**config.mk**
```make
export PLATFORM = sky130hd
export DESIGN_NAME = cpu7_excp_seq
export DESIGN_NICKNAME = d
export VERILOG_FILES = /design/src/rtl/cpu7_excp_seq.sv
export SDC_FILE = /design/constraint.sdc
export NUM_CORES = 1
export LEC_CHECK = 0
export ABC_AREA = 1
export BUFFER_PORTS_ARGS = -buffer_cell sky130_fd_sc_hd__buf_2
export CAP_MARGIN = 40
export CORE_MARGIN = 10
export CORE_UTILIZATION = 33
export CTS_BUF_LIST = sky130_fd_sc_hd__clkbuf_8
export DETAILED_ROUTE_END_ITERATION = 10
export GPL_ROUTABILITY_DRIVEN = 0
export GPL_TIMING_DRIVEN = 0
export PLACE_DENSITY = 0.8
export SLEW_MARGIN = 20
export SYNTH_ARGS = -nofsm -noshare
export SYNTH_HDL_FRONTEND = slang
export SYNTH_SLANG_ARGS = --single-unit
export TNS_END_PERCENT = 10
```
**constraint.sdc**
```tcl
create_clock -name clk -period 1.2 [get_ports clk]
set_input_delay 0.18 -clock clk [delete_from_list [all_inputs] [get_ports clk]]
set_output_delay 0.18 -clock clk [all_outputs]
set_load 0.005 [all_outputs]
```
**src/rtl/cpu7_excp_seq.sv**
```systemverilog
// Exception entry / ERTN return sequencer for the cpu7 core.
// Owns the CSR file port during a sequence; otherwise forwards pipeline CSR accesses.
module cpu7_excp_seq #(
   parameter int GRLEN   = 32,
   parameter int CSR_BIT = 14
) (
   input  logic               clk,
   input  logic               reset,
   input  logic               excp_req,
   input  logic [GRLEN-1:0]   excp_pc,
   input  logic               ertn_req,
   output logic               busy,
   output logic               redirect_vld,
   output logic [GRLEN-1:0]   redirect_pc,
   input  logic [CSR_BIT-1:0] pipe_csr_raddr,
   output logic [GRLEN-1:0]   pipe_csr_rdata,
   input  logic [CSR_BIT-1:0] pipe_csr_waddr,
   input  logic [GRLEN-1:0]   pipe_csr_wdata,
   input  logic               pipe_csr_wen,
   output logic [CSR_BIT-1:0] csr_raddr,
   input  logic [GRLEN-1:0]   csr_rdata,
   output logic [CSR_BIT-1:0] csr_waddr,
   output logic [GRLEN-1:0]   csr_wdata,
   output logic               csr_wen,
   input  logic [GRLEN-1:0]   csr_eentry
);

   localparam logic [2:0] S_IDLE    = 3'd0;
   localparam logic [2:0] S_EX_PRMD = 3'd1;
   localparam logic [2:0] S_EX_ERA  = 3'd2;
   localparam logic [2:0] S_EX_CRMD = 3'd3;
   localparam logic [2:0] S_EX_JMP  = 3'd4;
   localparam logic [2:0] S_RT_CRMD = 3'd5;
   localparam logic [2:0] S_RT_JMP  = 3'd6;

   localparam logic [CSR_BIT-1:0] CSR_CRMD = CSR_BIT'(32'h0);
   localparam logic [CSR_BIT-1:0] CSR_PRMD = CSR_BIT'(32'h1);
   localparam logic [CSR_BIT-1:0] CSR_ERA  = CSR_BIT'(32'h6);

   logic [2:0]       state;
   logic [2:0]       state_nxt;
   logic [GRLEN-1:0] pc_q;
   logic [GRLEN-1:0] mode_bits;

   // Only PLV/IE (or PPLV/PIE) travel between CRMD and PRMD; upper bits are cleared.
   assign mode_bits = {{(GRLEN-3){1'b0}}, csr_rdata[2:0]};

   assign busy = (state != S_IDLE);

   always_ff @(posedge clk) begin
      if (reset) begin
         state <= S_IDLE;
         pc_q  <= '0;
      end else begin
         state <= state_nxt;
         if (state == S_IDLE && excp_req) begin
            pc_q <= excp_pc;
         end
      end
   end

   // An exception beats a simultaneous ERTN; requests outside IDLE are ignored.
   always_comb begin
      state_nxt = state;
      case (state)
         S_IDLE: begin
            if (excp_req) begin
               state_nxt = S_EX_PRMD;
            end else if (ertn_req) begin
               state_nxt = S_RT_CRMD;
            end
         end
         S_EX_PRMD: state_nxt = S_EX_ERA;
         S_EX_ERA:  state_nxt = S_EX_CRMD;
         S_EX_CRMD: state_nxt = S_EX_JMP;
         S_EX_JMP:  state_nxt = S_IDLE;
         S_RT_CRMD: state_nxt = S_RT_JMP;
         S_RT_JMP:  state_nxt = S_IDLE;
         default:   state_nxt = S_IDLE;
      endcase
   end

   always_comb begin
      csr_raddr      = '0;
      csr_waddr      = '0;
      csr_wdata      = '0;
      csr_wen        = 1'b0;
      pipe_csr_rdata = '0;
      redirect_vld   = 1'b0;
      redirect_pc    = '0;
      case (state)
         S_IDLE: begin
            csr_raddr      = pipe_csr_raddr;
            csr_waddr      = pipe_csr_waddr;
            csr_wdata      = pipe_csr_wdata;
            csr_wen        = pipe_csr_wen;
            pipe_csr_rdata = csr_rdata;
         end
         S_EX_PRMD: begin
            csr_raddr = CSR_CRMD;
            csr_waddr = CSR_PRMD;
            csr_wdata = mode_bits;
            csr_wen   = 1'b1;
         end
         S_EX_ERA: begin
            csr_waddr = CSR_ERA;
            csr_wdata = pc_q;
            csr_wen   = 1'b1;
         end
         S_EX_CRMD: begin
            csr_waddr = CSR_CRMD;
            csr_wdata = '0;
            csr_wen   = 1'b1;
         end
         S_EX_JMP: begin
            redirect_vld = 1'b1;
            redirect_pc  = csr_eentry;
         end
         S_RT_CRMD: begin
            csr_raddr = CSR_PRMD;
            csr_waddr = CSR_CRMD;
            csr_wdata = mode_bits;
            csr_wen   = 1'b1;
         end
         S_RT_JMP: begin
            csr_raddr    = CSR_ERA;
            redirect_vld = 1'b1;
            redirect_pc  = csr_rdata;
         end
         default: begin
            csr_raddr = '0;
         end
      endcase
   end

endmodule

```
==> summary.txt, run 1 <==
Outcome
  – Status: finished with violations
  – Failing checks: setup timing

Timing
  – Final Hold Viols: 0
  – Final min period: 1.79 ns
  – Period Utilization, post-route: 149%
  – Worst-Margin Slew: 0.466 ns
  – Max-slew violation count: 0
  – Max_slew headroom: 69.0%
  – Setup slack after layout: -0.586 ns
  – Hold Slack: 0.0781 ns
  – RSZ-0062 raised after global routing: true
  – Setup Skew: 0.00621 ns
  – Max Clock Freq: 560 MHz
  – Endpoints failing setup: 159
  – Setup TNS: -69.12 ns

Logic synthesis
  – Synth top cells by count: nor2_1 (122), nand2_1 (117), inv_1 (91)
  – Synth area leaders: dfxtp_1 (26%), nor2_1 (17%), nand2_1 (16%)
  – Syn Inst Count: 508
  – Asr flop ratio synth: 0%
  – Ys flop type: dfxtp_1
  – Avg Inst Size Synth: 5.40 um2
  – Ys Warns: 0
  – Seq/Total Area, Yosys: 25.6%
  – Count leader, synth: nor2_1
  – Mapped Nets: 669
  – Yosys top cell area share: 25.6%
  – Synth cell types: 21
  – Register bit total from synthesis: 35
  – Post-Syn Area: 2740 um2
  – Largest area contributor in the netlist: dfxtp_1
  – Post-synth EDFFs: 0

Cells and area
  – Fillers: 757
  – Area growth syn-to-layout: 92.9%
  – Ant. Diodes: 0
  – Nets: 986
  – Register area: 708 um2
  – Fraction of layout cells with a size suffix above 1: 54.6%
  – Area of the multi-input gates: 1880 um2

Die
  – Initial core utilization: 33.7%
  – Die ar.: 12400 um2
  – I/O pin count: 288
  – Chip height: 111 um
  – Rows: 33
  – Die Wd: 111 um
  – CORE AREA: 8130 um2

Clocking
  – TritonCTS Sinks: 35
  – Worst-Skew Late Latency: 0.29 ns
  – CTS buffer count: 5
  – Cts-stage hold buffer count: 0
  – TritonCTS clock tree: yes
  – Worst-path clk slew: 0.06 ns
  – Root buf cell: clkbuf_8
  – Clock buffer depth: 2
  – H-tree depth: 2

Drt
  – Initial DRT Pass Iterations: 5
  – Via count: 4321
  – Routed length per instance: 17.3 um
  – Number of remaining DRC errors: 0
  – Violation count after the first detailed-route iteration: 403
  – Vias per inst: 4.65
  – Antenna Violating Nets Remaining: 0
  – Final WL: 16.0 mm

Global routing
  – GRT Util Overall: 22.5%
  – Gr ovfl total: 0
  – Vias in the first global route: 4221
  – Global-route wire length before repair: 23.0 mm
  – Pin count of the biggest net entering global routing: 11
  – Initial antenna violation count: 1

Pwr
  – P_leak: 3.19 nW
  – Flop pwr share: 18.8%
  – Power Dens Cells: 1490 nW/um2
  – Switching share of power: 44.3%
  – Peak supply drop: 1.10 mV
  – Clock power share: 10.1%
  – Pint: 4.38 mW
  – Logic pwr share: 71.1%
  – Sw power: 3.49 mW

Worst setup path
  – Setup crit end kind: output pin
  – CP arrival: 1.61 ns
  – Crit start category: flip-flop
  – Slowest CP cell: dfxtp_4
  – Largest fanout on the critical path: 9
  – FF-to-FF setup slack: -0.30 ns
  – CP Cell Sequence: nor2_4 -> inv_4 -> nor2_8 -> clkinv_8 -> clkbuf_16 -> nor2_2 -> buf_2
  – WP data required: 1.02 ns
  – Setup CP Type: flip-flop to output pin
  – Largest stage delay, worst path: 0.37 ns

Job
  – Max-cap violation count: 0

Place
  – Buffers on Ports: 287
  – Place WS: -0.495 ns
  – Detailed Place HPWL: 12.3 mm

Min path
  – Hold Path Class: input pin to flip-flop
placed cells by master, fill, tap and decap left out, types with 11 or more instances in the layout:
master / netlist / routed
buf_2: 11 / 282
buf_4: 3 / 15
buf_6: 8 / 17
dfxtp_1: 35 / 33
inv_1: 91 / 90
nand2_1: 117 / 102
nand2_2: 1 / 11
nand3_1: 38 / 32
nor2_1: 122 / 71
nor2_2: 0 / 37
nor2_4: 2 / 17
o21ai_1: 15 / 29
o21ai_2: 0 / 24
cell type report:
type	instances	area share (%)
clock inverters	1	0.0710
inverters	95	7.08
well taps	105	2.48
clock buffers	5	1.30
flip-flops and latches	35	13.4
multi-input cells	349	35.5
repair buffers	309	33.9
plain buffers	30	6.29
routing by layer:
| layer | wire length, um | up-vias | track usage [%] |
|---|---|---|---|
| li1 | - | 2151 | - |
| met1 | 6200 | 1911 | 26.1 |
| met2 | 8080 | 228 | 39.0 |
| met3 | 1400 | 29 | 7.25 |
| met4 | 345 | 2 | 5.48 |
| met5 | 13 | - | 0 |
final timing paths:
check,start,to,depth (start not counted)
setup / recovery,state[2]$_SDFFE_PP0P_,pipe_csr_rdata[7],7
hold reg to reg,pc_q[1]$_SDFFE_PP0P_,pc_q[1]$_SDFFE_PP0P_,4
setup reg to reg,state[2]$_SDFFE_PP0P_,pc_q[7]$_SDFFE_PP0P_,8
hold / removal,reset,state[1]$_SDFFE_PP0P_,2
worst max-delay path, delay by kind of cell, from the launching register on:
family	cells	cell delay, ns
buf+inv	4	0.54
simple gates	3	0.41
flops	1	0.37
kinds of logic (layout without fill, tap and decap cells):
kind of cell	Yosys count	in the layout	synth area share [%]
compound gates	65	65	11.9
buf+inv	125	440	20.3
flops	35	35	25.6
simple gates	283	284	42.3
timing repair:
item / 4_1_cts / 5_1_grt
gates cloned: 4 / 6
pin swaps: 4 / 3
setup endpoints to repair: 160 / 161
setup buffers: 11 / 2
resized for setup: 76 / 94
flip-flops by register name, summed over array words and instances, names as in the netlist:
signal / cells
pc_q: 32
state: 3
power by group through the flow:
stage                     combinational [mW]  clock, mW  sequential, mW
after global placement                  4.04          0            1.49
after detailed placement                4.07          0            1.50
after global routing                    6.07      0.839            1.50
after CTS                               4.65      0.794            1.48
final                                   5.60      0.793            1.48
after floorplan                         2.29          0            1.48
stage by stage:
step	cell area, um2	instances	total power [mW]	util, %
floorplan	2870	508	3.77	-
global placement	4440	900	5.53	54.5
detailed placement	4440	900	5.58	54.5
CTS	4800	921	6.92	59.0
global route	5290	929	8.41	65.0
finish	5290	929	7.87	65.0
Note: power is estimated with default switching activity, not from simulation.
==> run 2: changes to the inputs <==
--- a/config.mk
+++ b/config.mk
@@ -14,6 +14,7 @@
 export DETAILED_ROUTE_END_ITERATION = 10
 export GPL_ROUTABILITY_DRIVEN = 0
 export GPL_TIMING_DRIVEN = 0
+export HOLD_SLACK_MARGIN = 0.1
 export PLACE_DENSITY = 0.8
 export SLEW_MARGIN = 20
 export SYNTH_ARGS = -nofsm -noshare
==> summary.txt, run 2 (synthesized netlist as in run 1, its figures left out) <==
Outcome
  – Status: finished with violations (unchanged)
  – Failing checks: setup timing (unchanged)

Clocking
  – Worst-Skew Late Latency: 0.29 ns (about the same)
  – CTS buffer count: 5 (unchanged)
  – H-tree depth: 2 (unchanged)
  – Clock buffer depth: 2 (unchanged)
  – Worst-path clk slew: 0.07 ns (was 0.06 ns)
  – TritonCTS clock tree: yes (unchanged)
  – Root buf cell: clkbuf_8 (unchanged)
  – TritonCTS Sinks: 35 (unchanged)

Die
  – I/O pin count: 288 (unchanged)
  – Rows: 33 (unchanged)
  – Initial core utilization: 33.7% (unchanged)
  – Chip height: 111 um (unchanged)
  – CORE AREA: 8130 um2 (unchanged)
  – Die ar.: 12400 um2 (unchanged)
  – Die Wd: 111 um (unchanged)

Drt
  – Vias per inst: 4.65 (about the same)
  – Final WL: 16.0 mm (about the same)
  – Routed length per instance: 17.2 um (was 17.3 um)
  – Violation count after the first detailed-route iteration: 406 (was 403)
  – Antenna Violating Nets Remaining: 0 (unchanged)
  – Initial DRT Pass Iterations: 5 (unchanged)
  – Via count: 4329 (was 4321)
  – Number of remaining DRC errors: 0 (unchanged)

Place
  – Detailed Place HPWL: 12.3 mm (unchanged)
  – Buffers on Ports: 287 (unchanged)

Global routing
  – GRT Util Overall: 22.5% (unchanged)
  – Global-route wire length before repair: 23.0 mm (about the same)
  – Initial antenna violation count: 1 (unchanged)
  – Gr ovfl total: 0 (unchanged)
  – Pin count of the biggest net entering global routing: 11 (unchanged)
  – Vias in the first global route: 4224 (was 4221)

Pwr
  – Power Dens Cells: 1490 nW/um2 (about the same)
  – Total power: 7.87 mW (about the same)
  – P_leak: 3.20 nW (was 3.19 nW)
  – Peak supply drop: 1.10 mV (about the same)

Timing
  – Worst-Margin Slew: 0.472 ns (was 0.466 ns)
  – Period Utilization, post-route: 148% (was 149%)
  – Hold Slack: 0.107 ns (was 0.0781 ns)
  – RSZ-0062 raised after global routing: true (unchanged)
  – Max-slew violation count: 0 (unchanged)
  – Max_slew headroom: 68.5% (was 69.0%)
  – Setup slack after layout: -0.582 ns (was -0.586 ns)
  – Final min period: 1.78 ns (was 1.79 ns)
  – Setup Skew: 0.00614 ns (was 0.00621 ns)
  – Max Clock Freq: 561 MHz (was 560 MHz)
  – Final Hold Viols: 0 (unchanged)
  – Endpoints failing setup: 159 (unchanged)

Cells and area
  – Fraction of layout cells with a size suffix above 1: 54.5% (was 54.6%)
  – Top reg by flops: pc_q (unchanged)
  – Most common cell after layout, fill and taps aside: buf_2 (unchanged)
  – Ant. Diodes: 0 (unchanged)
  – Number of flip-flops in the largest register: 32 (unchanged)
  – Area growth syn-to-layout: 93.2% (was 92.9%)
  – Commonest cells after routing, fill and taps aside: buf_2 (282), nand2_1 (102), inv_1 (90) (unchanged)
  – Fillers: 756 (was 757)
  – Top Registers: pc_q: 32 flops, state: 3 flops (unchanged)
  – Nets: 987 (was 986)

Min path
  – Hold Path Class: input pin to flip-flop (unchanged)

Worst setup path
  – CP arrival: 1.60 ns (was 1.61 ns)
  – Setup crit end kind: output pin (unchanged)
  – Crit start category: flip-flop (unchanged)
  – Largest fanout on the critical path: 9 (unchanged)
  – WP data required: 1.02 ns (about the same)
  – Setup CP Type: flip-flop to output pin (unchanged)

Job
  – Max-cap violation count: 0 (unchanged)
run 2: layout make-up:
type	count	area [um2]	area share, %
sequential	35	708	13.4
tap	105	131	2.48
multi-input combinational	349	1880	35.4
clock inverter	1	3.75	0.0709
buffer	30	333	6.28
clock buffer	5	68.8	1.30
timing repair buffer	310	1800	34.0
inverter	95	374	7.06
run 2: critical path, cell delays in order (launching register included):
cell and delay [ns]:
dfxtp_4 0.37, nor2_4 0.14, inv_4 0.06, nor2_8 0.16, clkinv_8 0.13, clkbuf_16 0.19
nor2_2 0.10, buf_2 0.16
run 2: timing repair:
action                                 in CTS  in global routing
endpoints found under the hold margin       1                  0
pin swaps                                   4                  3
hold buffers                                1                  0
setup endpoints to repair                 160                161
buffers inserted                           11                  2
resized for setup                          76                 94
gates cloned                                4                  6
run 2: metal layers:
layer / share of wire, % / track usage, % / vias up
met5: 0.081 / 0 / -
met4: 2.1 / 5.48 / 2
met1: 38 / 26.1 / 1924
li1: - / - / 2153
met2: 51 / 39.0 / 225
met3: 8.8 / 7.25 / 25
run 2: worst paths after layout:
path	startpoint	end	slack, ns	depth (start not counted)
worst min register to register	pc_q[1]$_SDFFE_PP0P_	pc_q[1]$_SDFFE_PP0P_	0.52	4
worst max-delay path	state[2]$_SDFFE_PP0P_	pipe_csr_rdata[7]	-0.58	7
worst min-delay path	excp_pc[19]	pc_q[19]$_SDFFE_PP0P_	0.11	3
worst max register to register	state[2]$_SDFFE_PP0P_	pc_q[7]$_SDFFE_PP0P_	-0.30	8
run 2: power breakdown:
group	internal, mW	switching, mW	total (mW)
logic	2.61	2.99	5.60
registers	1.39	0.0865	1.48
clock network	0.378	0.414	0.792
run 2: metrics by stage:
step	setup slack [ns]	std cells	area [um2]	setup TNS (ns)	util, %
2_1_floorplan	-0.0695	508	2870	-6.49	-
3_3_place_gp	-0.545	900	4440	-48.82	54.5
3_5_place_dp	-0.495	900	4440	-49.52	54.5
4_1_cts	-0.492	922	4810	-63.01	59.1
5_1_grt	-0.618	930	5300	-80.63	65.1
6_report	-0.582	930	5300	-69.26	65.1
==> run 3: changes to the inputs <==
--- a/config.mk
+++ b/config.mk
@@ -8,14 +8,14 @@
 export ABC_AREA = 1
 export BUFFER_PORTS_ARGS = -buffer_cell sky130_fd_sc_hd__buf_2
 export CAP_MARGIN = 40
-export CORE_MARGIN = 10
-export CORE_UTILIZATION = 33
+export CORE_AREA = 10 10 103 105
 export CTS_BUF_LIST = sky130_fd_sc_hd__clkbuf_8
 export DETAILED_ROUTE_END_ITERATION = 10
+export DIE_AREA = 0 0 113 115
 export GPL_ROUTABILITY_DRIVEN = 0
 export GPL_TIMING_DRIVEN = 0
 export HOLD_SLACK_MARGIN = 0.1
-export PLACE_DENSITY = 0.8
+export PLACE_DENSITY = 0.75
 export SLEW_MARGIN = 20
 export SYNTH_ARGS = -nofsm -noshare
 export SYNTH_HDL_FRONTEND = slang
==> constraint.sdc (replaced) <==
create_clock -name clk -period 2.1 [get_ports clk]
set_input_delay 0.315 -clock clk [delete_from_list [all_inputs] [get_ports clk]]
set_output_delay 0.315 -clock clk [all_outputs]
set_load 0.005 [all_outputs]
==> summary.txt, run 3 (synthesized netlist as in run 1, its figures left out) <==
Drt
  – Final WL: 14.5 mm (was 16.0 mm)
  – Violation count after the first detailed-route iteration: 324 (was 406)
  – Initial DRT Pass Iterations: 4 (was 5)
  – Vias per inst: 4.40 (was 4.65)
  – Number of remaining DRC errors: 0 (unchanged)
  – Antenna Violating Nets Remaining: 0 (unchanged)
  – Routed length per instance: 15.9 um (was 17.2 um)
  – Via count: 4019 (was 4329)

Die
  – Die Wd: 113 um (was 111 um)
  – Chip height: 115 um (was 111 um)
  – Die ar.: 13000 um2 (was 12400 um2)
  – Initial core utilization: 32.1% (was 33.7%)
  – Rows: 34 (was 33)
  – I/O pin count: 288 (unchanged)
  – CORE AREA: 8550 um2 (was 8130 um2)

Cells and area
  – Fillers: 940 (was 756)
  – Fin util: 51.8% (was 65.1%)
  – Top reg by flops: pc_q (unchanged)
  – Ant. Diodes: 0 (unchanged)
  – Most common cell after layout, fill and taps aside: buf_2 (unchanged)
  – Fraction of layout cells with a size suffix above 1: 41.2% (was 54.5%)
  – Nets: 965 (was 987)
  – Non-filler instance count after layout: 913 (was 930)
  – Commonest cells after routing, fill and taps aside: buf_2 (299), nor2_1 (122), nand2_1 (116) (was buf_2 (282), nand2_1 (102), inv_1 (90))
  – Area of the multi-input gates: 1490 um2 (was 1880 um2)
  – Register area: 702 um2 (was 708 um2)
  – Area growth syn-to-layout: 61.5% (was 93.2%)
  – Number of flip-flops in the largest register: 32 (unchanged)
  – Top Registers: pc_q: 32 flops, state: 3 flops (unchanged)

Timing
  – Setup slack after layout: 0.0653 ns (was -0.582 ns)
  – Final min period: 2.03 ns
  – Final Hold Viols: 0 (unchanged)
  – Setup Skew: 0.0117 ns (was 0.00614 ns)
  – Setup TNS: 0 ns (was -69.26 ns)
  – Hold Slack: 0.198 ns (was 0.107 ns)
  – Max Clock Freq: 491 MHz
  – RSZ-0062 raised after global routing: true (unchanged)
  – Period Utilization, post-route: 96.9%
  – Max_slew headroom: 69.1% (was 68.5%)
  – Endpoints failing setup: 0 (was 159)
  – Worst-Margin Slew: 0.463 ns (was 0.472 ns)
  – Max-slew violation count: 0 (unchanged)

Worst setup path
  – Largest fanout on the critical path: 10 (was 9)
  – Worst Setup SP: state[1]$_SDFFE_PP0P_ (was state[2]$_SDFFE_PP0P_)
  – Setup crit end kind: output pin (unchanged)
  – WP data required: 1.78 ns (was 1.02 ns)
  – CP arrival: 1.72 ns (was 1.60 ns)
  – Crit start category: flip-flop (unchanged)
  – R2r startpoint: state[1]$_SDFFE_PP0P_ (was state[2]$_SDFFE_PP0P_)
  – Setup CP Type: flip-flop to output pin (unchanged)

Place
  – Buffers on Ports: 287 (unchanged)
  – Place WS: 0.0916 ns (was -0.495 ns)
  – Dpl cells: 903 (was 900)
  – Detailed Place HPWL: 12.4 mm (was 12.3 mm)

Global routing
  – Gr ovfl total: 0 (unchanged)
  – Global-route wire length before repair: 21.6 mm (was 23.0 mm)
  – Initial antenna violation count: 0 (was 1)
  – Vias in the first global route: 3801 (was 4224)
  – GRT Util Overall: 20.4% (was 22.5%)
  – Pin count of the biggest net entering global routing: 14 (was 11)

Clocking
  – TritonCTS Sinks: 35 (unchanged)
  – Worst-Skew Late Latency: 0.29 ns (about the same)
  – Clock buffer depth: 2 (unchanged)
  – Root buf cell: clkbuf_8 (unchanged)
  – H-tree depth: 2 (unchanged)
  – CTS buffer count: 5 (unchanged)
  – TritonCTS clock tree: yes (unchanged)
  – Worst-path clk slew: 0.07 ns (about the same)

Pwr
  – Peak supply drop: 0.503 mV (was 1.10 mV)
  – Power Dens Cells: 807 nW/um2 (was 1490 nW/um2)
  – P_leak: 2.88 nW (was 3.20 nW)

Min path
  – Launch point of the worst hold path: reset (was excp_pc[19])
  – Hold Path Class: input pin to flip-flop (unchanged)

Outcome
  – Status: completed (was finished with violations)

Job
  – Max-cap violation count: 0 (unchanged)
-- run 3: critical path, cell delays in order, from the launching register on --
cell and delay [ns]:
dfxtp_1 0.30, buf_2 0.19, inv_2 0.19, clkbuf_1 0.37, nand3_1 0.12, o21ai_0 0.11
buf_2 0.17
-- run 3: where the power goes --
| group | total, mW | leakage, nW | internal, mW | switching [mW] |
|---|---|---|---|---|
| combinational | 2.22 | 2.55 | 0.917 | 1.30 |
| sequential | 0.844 | 0.290 | 0.793 | 0.0506 |
| clock | 0.508 | 0.0408 | 0.237 | 0.271 |
| total | 3.57 | 2.88 | 1.95 | 1.63 |
-- run 3: per-stage QoR --
stage	power (mW)	instance area, um2
global placement	3.08	4310
floorplan	2.04	2740
global route	3.91	4430
detailed placement	3.09	4310
finish	3.57	4430
CTS	3.63	4420
-- run 3: what timing repair did --
action	in CTS	in global routing
setup endpoints to repair	31	39
hold buffers	0	0
endpoints found under the hold margin	0	0
pin swaps	1	0
gates resized for setup	2	4
gates cloned	0	0
setup buffers	2	0
-- run 3: final cells by class --
cell class / count / share of cell area (%)
inverter: 95 / 8.11
multi-input combinational: 348 / 33.6
tap: 108 / 3.05
buffer: 30 / 4.55
clock inverter: 3 / 0.537
sequential: 35 / 15.9
timing repair buffer: 289 / 32.8
clock buffer: 5 / 1.55
-- run 3: path summary, 6_finish.rpt --
check | to | depth (start not counted) | slack [ns]
setup / recovery | redirect_pc[17] | 6 | 0.07
hold / removal | state[1]$_SDFFE_PP0P_ | 2 | 0.20
setup reg to reg | pc_q[0]$_SDFFE_PP0P_ | 7 | 0.73
hold reg to reg | pc_q[31]$_SDFFE_PP0P_ | 4 | 0.52
-- run 3: per-layer routing --
metal	global-route usage, %	part of all wire [%]	up-vias
met2	34.8	49	189
met1	23.9	39	1719
met5	0	0	-
met3	7.55	11	6
li1	-	-	2105
met4	4.40	0.84	0
